## src/rtl/audio_onset_detector.sv

```systemverilog
// rtl/audio_onset_detector.sv - rectify the codec sample stream, follow its envelope and report one peak per strike
module audio_onset_detector #(
    parameter int DECAY_SHIFT     = 6,
    parameter int PEAK_SAMPLES    = 32,
    parameter int HOLDOFF_SAMPLES = 4800
) (
    input  logic        CLOCK_50,
    input  logic        reset,
    input  logic        advance,
    input  logic [23:0] adc_left,
    input  logic [23:0] adc_right,
    input  logic [23:0] threshold,
    input  logic        hit_ack,
    input  logic        overrun_clr,
    output logic        hit_valid,
    output logic [23:0] hit_peak,
    output logic [23:0] envelope,
    output logic        overrun
);

    typedef enum logic [1:0] {
        ST_IDLE,
        ST_PEAK,
        ST_HOLDOFF
    } state_t;

    localparam logic [15:0] PEAK_LAST = 16'(PEAK_SAMPLES - 1);
    localparam logic [15:0] HOLD_LAST = 16'(HOLDOFF_SAMPLES - 1);

    // Full-scale negative has no positive twin in 24 bits, so it clamps.
    function automatic logic [23:0] abs_sat(input logic [23:0] x);
        if (!x[23]) begin
            return x;
        end else if (x == 24'h800000) begin
            return 24'h7FFFFF;
        end else begin
            return ~x + 24'd1;
        end
    endfunction

    logic        adv1_q, adv2_q, adv3_q;
    logic [23:0] left_q, right_q;
    logic [23:0] abs_l, abs_r;
    logic [23:0] mono_q;
    logic [23:0] env_q, env_d;
    state_t      state_q, state_d;
    logic [15:0] cnt_q, cnt_d;
    logic [23:0] peak_q, peak_d, peak_max;
    logic        valid_q, valid_d;
    logic [23:0] hit_peak_q, hit_peak_d;
    logic        overrun_q, overrun_d;
    logic        report;

    always_comb begin
        abs_l = abs_sat(left_q);
        abs_r = abs_sat(right_q);
    end

    always_comb begin
        env_d = env_q;
        if (adv2_q) begin
            if (mono_q > env_q) begin
                env_d = mono_q;
            end else begin
                env_d = env_q - (env_q >> DECAY_SHIFT);
            end
        end
    end

    always_comb begin
        peak_max = (env_q > peak_q) ? env_q : peak_q;
    end

    always_comb begin
        state_d    = state_q;
        cnt_d      = cnt_q;
        peak_d     = peak_q;
        valid_d    = valid_q;
        hit_peak_d = hit_peak_q;
        overrun_d  = overrun_q;
        report     = 1'b0;

        if (hit_ack) begin
            valid_d = 1'b0;
        end
        if (overrun_clr) begin
            overrun_d = 1'b0;
        end

        if (adv3_q) begin
            case (state_q)
                ST_IDLE: begin
                    if (threshold != 24'd0 && env_q >= threshold) begin
                        state_d = ST_PEAK;
                        peak_d  = env_q;
                        cnt_d   = 16'd0;
                    end
                end
                ST_PEAK: begin
                    peak_d = peak_max;
                    if (cnt_q == PEAK_LAST) begin
                        report  = 1'b1;
                        state_d = ST_HOLDOFF;
                        cnt_d   = 16'd0;
                    end else begin
                        cnt_d = cnt_q + 16'd1;
                    end
                end
                ST_HOLDOFF: begin
                    // A zeroed threshold still lets the block settle back to idle.
                    if (cnt_q == HOLD_LAST) begin
                        if (threshold == 24'd0 || env_q < (threshold >> 1)) begin
                            state_d = ST_IDLE;
                            cnt_d   = 16'd0;
                        end
                    end else begin
                        cnt_d = cnt_q + 16'd1;
                    end
                end
                default: begin
                    state_d = ST_IDLE;
                    cnt_d   = 16'd0;
                end
            endcase
        end

        // Setting overrun is evaluated after the clear so a coincident set wins.
        if (report) begin
            if (!valid_q || hit_ack) begin
                valid_d    = 1'b1;
                hit_peak_d = peak_max;
            end else begin
                overrun_d = 1'b1;
            end
        end
    end

    always_ff @(posedge CLOCK_50) begin
        if (reset) begin
            adv1_q     <= 1'b0;
            adv2_q     <= 1'b0;
            adv3_q     <= 1'b0;
            left_q     <= 24'd0;
            right_q    <= 24'd0;
            mono_q     <= 24'd0;
            env_q      <= 24'd0;
            state_q    <= ST_IDLE;
            cnt_q      <= 16'd0;
            peak_q     <= 24'd0;
            valid_q    <= 1'b0;
            hit_peak_q <= 24'd0;
            overrun_q  <= 1'b0;
        end else begin
            adv1_q <= advance;
            adv2_q <= adv1_q;
            adv3_q <= adv2_q;
            if (advance) begin
                left_q  <= adc_left;
                right_q <= adc_right;
            end
            if (adv1_q) begin
                mono_q <= (abs_l > abs_r) ? abs_l : abs_r;
            end
            env_q      <= env_d;
            state_q    <= state_d;
            cnt_q      <= cnt_d;
            peak_q     <= peak_d;
            valid_q    <= valid_d;
            hit_peak_q <= hit_peak_d;
            overrun_q  <= overrun_d;
        end
    end

    assign hit_valid = valid_q;
    assign hit_peak  = hit_peak_q;
    assign envelope  = env_q;
    assign overrun   = overrun_q;

endmodule
```

## config.mk

```make
export PLATFORM = sky130hd
export DESIGN_NAME = audio_onset_detector
export DESIGN_NICKNAME = d
export VERILOG_FILES = /design/src/rtl/audio_onset_detector.sv
export SDC_FILE = /design/constraint.sdc
export NUM_CORES = 1
export LEC_CHECK = 0
export CAP_MARGIN = 20
export CORE_AREA = 2 2 179 181
export CTS_BUF_LIST = sky130_fd_sc_hd__clkbuf_2 sky130_fd_sc_hd__clkbuf_4 sky130_fd_sc_hd__clkbuf_8
export CTS_CLUSTER_DIAMETER = 120
export CTS_CLUSTER_SIZE = 28
export DETAILED_ROUTE_END_ITERATION = 6
export DIE_AREA = 0 0 181 183
export GPL_ROUTABILITY_DRIVEN = 0
export GPL_TIMING_DRIVEN = 0
export SYNTH_ARGS = -nofsm -noshare
export SYNTH_HDL_FRONTEND = slang
export SYNTH_SLANG_ARGS = --single-unit
```

## constraint.sdc

```tcl
create_clock -name CLOCK_50 -period 4.4 [get_ports CLOCK_50]
set_clock_uncertainty 0.1 [all_clocks]
set_input_delay 1.1 -clock CLOCK_50 [delete_from_list [all_inputs] [get_ports CLOCK_50]]
set_output_delay 1.1 -clock CLOCK_50 [all_outputs]
set_load 0.02 [all_outputs]
```

==> results.yml <==
global_route:
  first_global_vias: 11603
  grt_max_degree: 17
  grt_usage_pct: 23.84
  grt_pass1_wl_um: 62710
  antenna_found_initial: 0
  overflow: 0
placed_design:
  dp.cells: 2031
  dp_hpwl_um: 31040
  portBuffers: 125
  dp_slack_ns: -0.7710
clock_tree:
  clock_path_buffers: 2
  clkTransAtPathRegs_ns: 0.08
  cts_buffers: 17
  cts_tree: "yes"
  h-tree-depth: 4
  ctsRootBufferMaster: "clkbuf_8"
  cts.sinks: 167
  worstSkewPairLatency_ns: 0.47
  cts_hold_buf: 0
sta:
  final-setup-viol-count: 19
  max_freq_ghz: 0.2227
  setup_slack_ns: -0.08939
  tns_ns: -0.9050
  period_share_pct: 102.0
  final_hold_viol_count: 0
  period_needed_ns: 4.489
  rsz0062_at_grt: "yes"
  tightest_slew_ns: 0.9485
  finalMaxSlewViolations: 0
  max_slew_margin_pct: 36.77
route:
  ant_nets: 0
  post_drt_wl_per_cell_um: 19.27
  routed_wl_um: 40400
  num_vias: 12155
  drc: 0
  dr.first_iter.drc_count: 927
  viasPerCell: 5.796
  dr.pass1.iters: 6
worst_setup_path:
  path_max_fanout: 6
  start_kind: "flop"
  arrival_ns: 4.72
  r2r_cells: 18
  end_kind: "flop"
  rr_endpoint: "mono_q[23]"
  r2r_start: "right_q[0]"
  required_ns: 4.63
  critPathKind: "reg -> reg"
  crit_path_end: "mono_q[23]"
  critPathLaunch: "right_q[0]"
  ff2ff_setup_slack_ns: -0.09
synthesis:
  ys_seq_area_share_pct: 27.25
  synth-async-reset-ratio_pct: 0
  synth_seq_cells: 167
  synth_cells: 1504
  syn_area_sq_mm: 0.01227
  synthesis.nets: 1724
  synth-edff-count: 0
  synth.avg_cell_area_sq_um: 8.159
  yosys.cell_types.count: 79
  synth-warning-count: 0
  synth_flop_cell: "dfxtp_1"
run_status:
  failed_checks: "setup timing"
  run_status: "finished with violations"
final_layout:
  nets: 1905
  instances_no_fill: 2097
  fillers: 3046
  final_cell_mix: "nor2_1, dfxtp_1, ha_1"
  drive_above_1_share_pct: 10.50
  register_area_sq_mm: 0.003369
  multi_input_area_sq_mm: 0.008607
  antenna_cells: 0
  layout_commonest_cell: "nor2_1"
  area_growth_pct: 23.72
die:
  fp.dieH_um: 183
  dieArea_sq_mm: 0.03312
  initial_core_util_pct: 39.29
  core-area_sq_mm: 0.03123
  ios: 127
  rows: 65
  die_w_um: 181
power_and_ir_drop:
  cellPowerDensity_mw_per_mm2: 424.7
  intPower_w: 0.003679
  ir_worst_vdd_uv: 191.2
  switchingPower_w: 0.002769
  switching_share_pct: 42.95
  p_seq_share_pct: 27.9
  clkPwrFrac_pct: 18.3
  power.leakage_nw: 6.070
  combPwrFrac_pct: 53.7
worst_hold_path:
  min_path_type: "reg -> reg"
flow_run:
  cap_violations: 0
==> layout make-up <==
class / instances / share of cell area [%]
buffer: 78 / 2.365
clock buffer: 21 / 1.863
clock inverter: 8 / 0.8160
inverter: 99 / 2.481
multi-input combinational: 1158 / 56.70
sequential: 167 / 22.20
tap: 402 / 3.313
timing repair buffer: 164 / 10.27
==> power groups by stage <==
stage	sequential, W	clock, W	combinational, W
2_1_floorplan	0.00179	0	0.00234
3_3_place_gp	0.00183	0	0.00316
3_5_place_dp	0.00183	0	0.00320
4_1_cts	0.00179	0.00121	0.00331
5_1_grt	0.00182	0.00127	0.00373
6_report	0.00180	0.00118	0.00346
==> Yosys cell counts, drive strengths merged, types with 20 or more instances <==
cell type	count	area (sq um)
a211oi	39	292.8
a21oi	95	475.5
clkbuf	66	249.0
dfxtp	167	3343
ha	142	1777
inv	99	371.6
mux2i	90	900.9
nand2	79	296.5
nand3	32	160.2
nand4	40	250.2
nor2	159	596.8
nor3	32	165.2
nor4	20	146.4
o21ai	74	370.4
or3	38	242.7
xnor2	22	192.7
==> registers in the layout, indices dropped and copies added (netlist names) <==
register and count:
adv1_q 1, adv2_q 1, adv3_q 1, cnt_q 16, envelope 24, hit_peak 24
hit_valid 1, left_q 24, mono_q 24, overrun 1, peak_q 24, right_q 24
state_q 2
==> metrics by stage <==
step                power [W]  util, %  hold WS, ns  cell area [sq um]
detailed placement   0.005027    44.96       0.3789              14040
CTS                  0.006309    47.37       0.3931              14790
finish               0.006448    48.61       0.3951              15180
global route         0.006814    48.61       0.4240              15180
global placement     0.004988    44.96       0.3648              14040
floorplan            0.004123        -       0.3605              12290
==> routing by layer <==
metal | global-route usage (%) | share of wire [%] | vias up
met5 | 0 | 0 | -
met4 | 10.02 | 3.9 | 0
met3 | 3.793 | 5.8 | 77
met2 | 40.97 | 46 | 459
met1 | 29.75 | 44 | 5689
li1 | - | - | 5930
==> kinds of logic (layout without fill, tap and decap cells) <==
| family | after synthesis | count (layout) | synth area share [%] |
|---|---|---|---|
| compound gates | 373 | 373 | 20.49 |
| xor+xnor | 40 | 40 | 2.855 |
| fa+ha+maj | 143 | 143 | 14.64 |
| buf+inv | 179 | 370 | 5.618 |
| flops | 167 | 167 | 27.25 |
| mux | 93 | 93 | 7.617 |
| simple gates | 509 | 509 | 21.54 |
==> critical path, cell delays in order (launching register included) <==
cell      delay [ns]
dfxtp_4         0.36
inv_4           0.06
ha_4            0.12
or3b_4          0.38
or4_4           0.47
or2_4           0.30
or3_4           0.34
a21oi_4         0.18
inv_2           0.07
ha_4            0.27
nand4_1         0.09
buf_4           0.17
nor4_4          0.32
o31ai_2         0.13
a22oi_2         0.30
clkbuf_8        0.22
buf_6           0.13
mux2i_4         0.24
a211oi_2        0.08
==> timing repair <==
item,CTS,global route
pin swaps,26,25
setup endpoints to repair,39,26
buffers inserted,16,23
resized for setup,66,59
hold endpoints to repair,0,0
==> how the worst min path moves through the flow <==
stage,startpoint,to,cells past startpoint
after floorplan,peak_q[21],peak_q[21],2
after global placement,overrun,overrun,2
after detailed placement,overrun,overrun,2
after CTS,overrun,overrun,2
after global routing,hit_peak[9],hit_peak[9],2
final,overrun,overrun,2
Power figures use the tool's default switching activity.
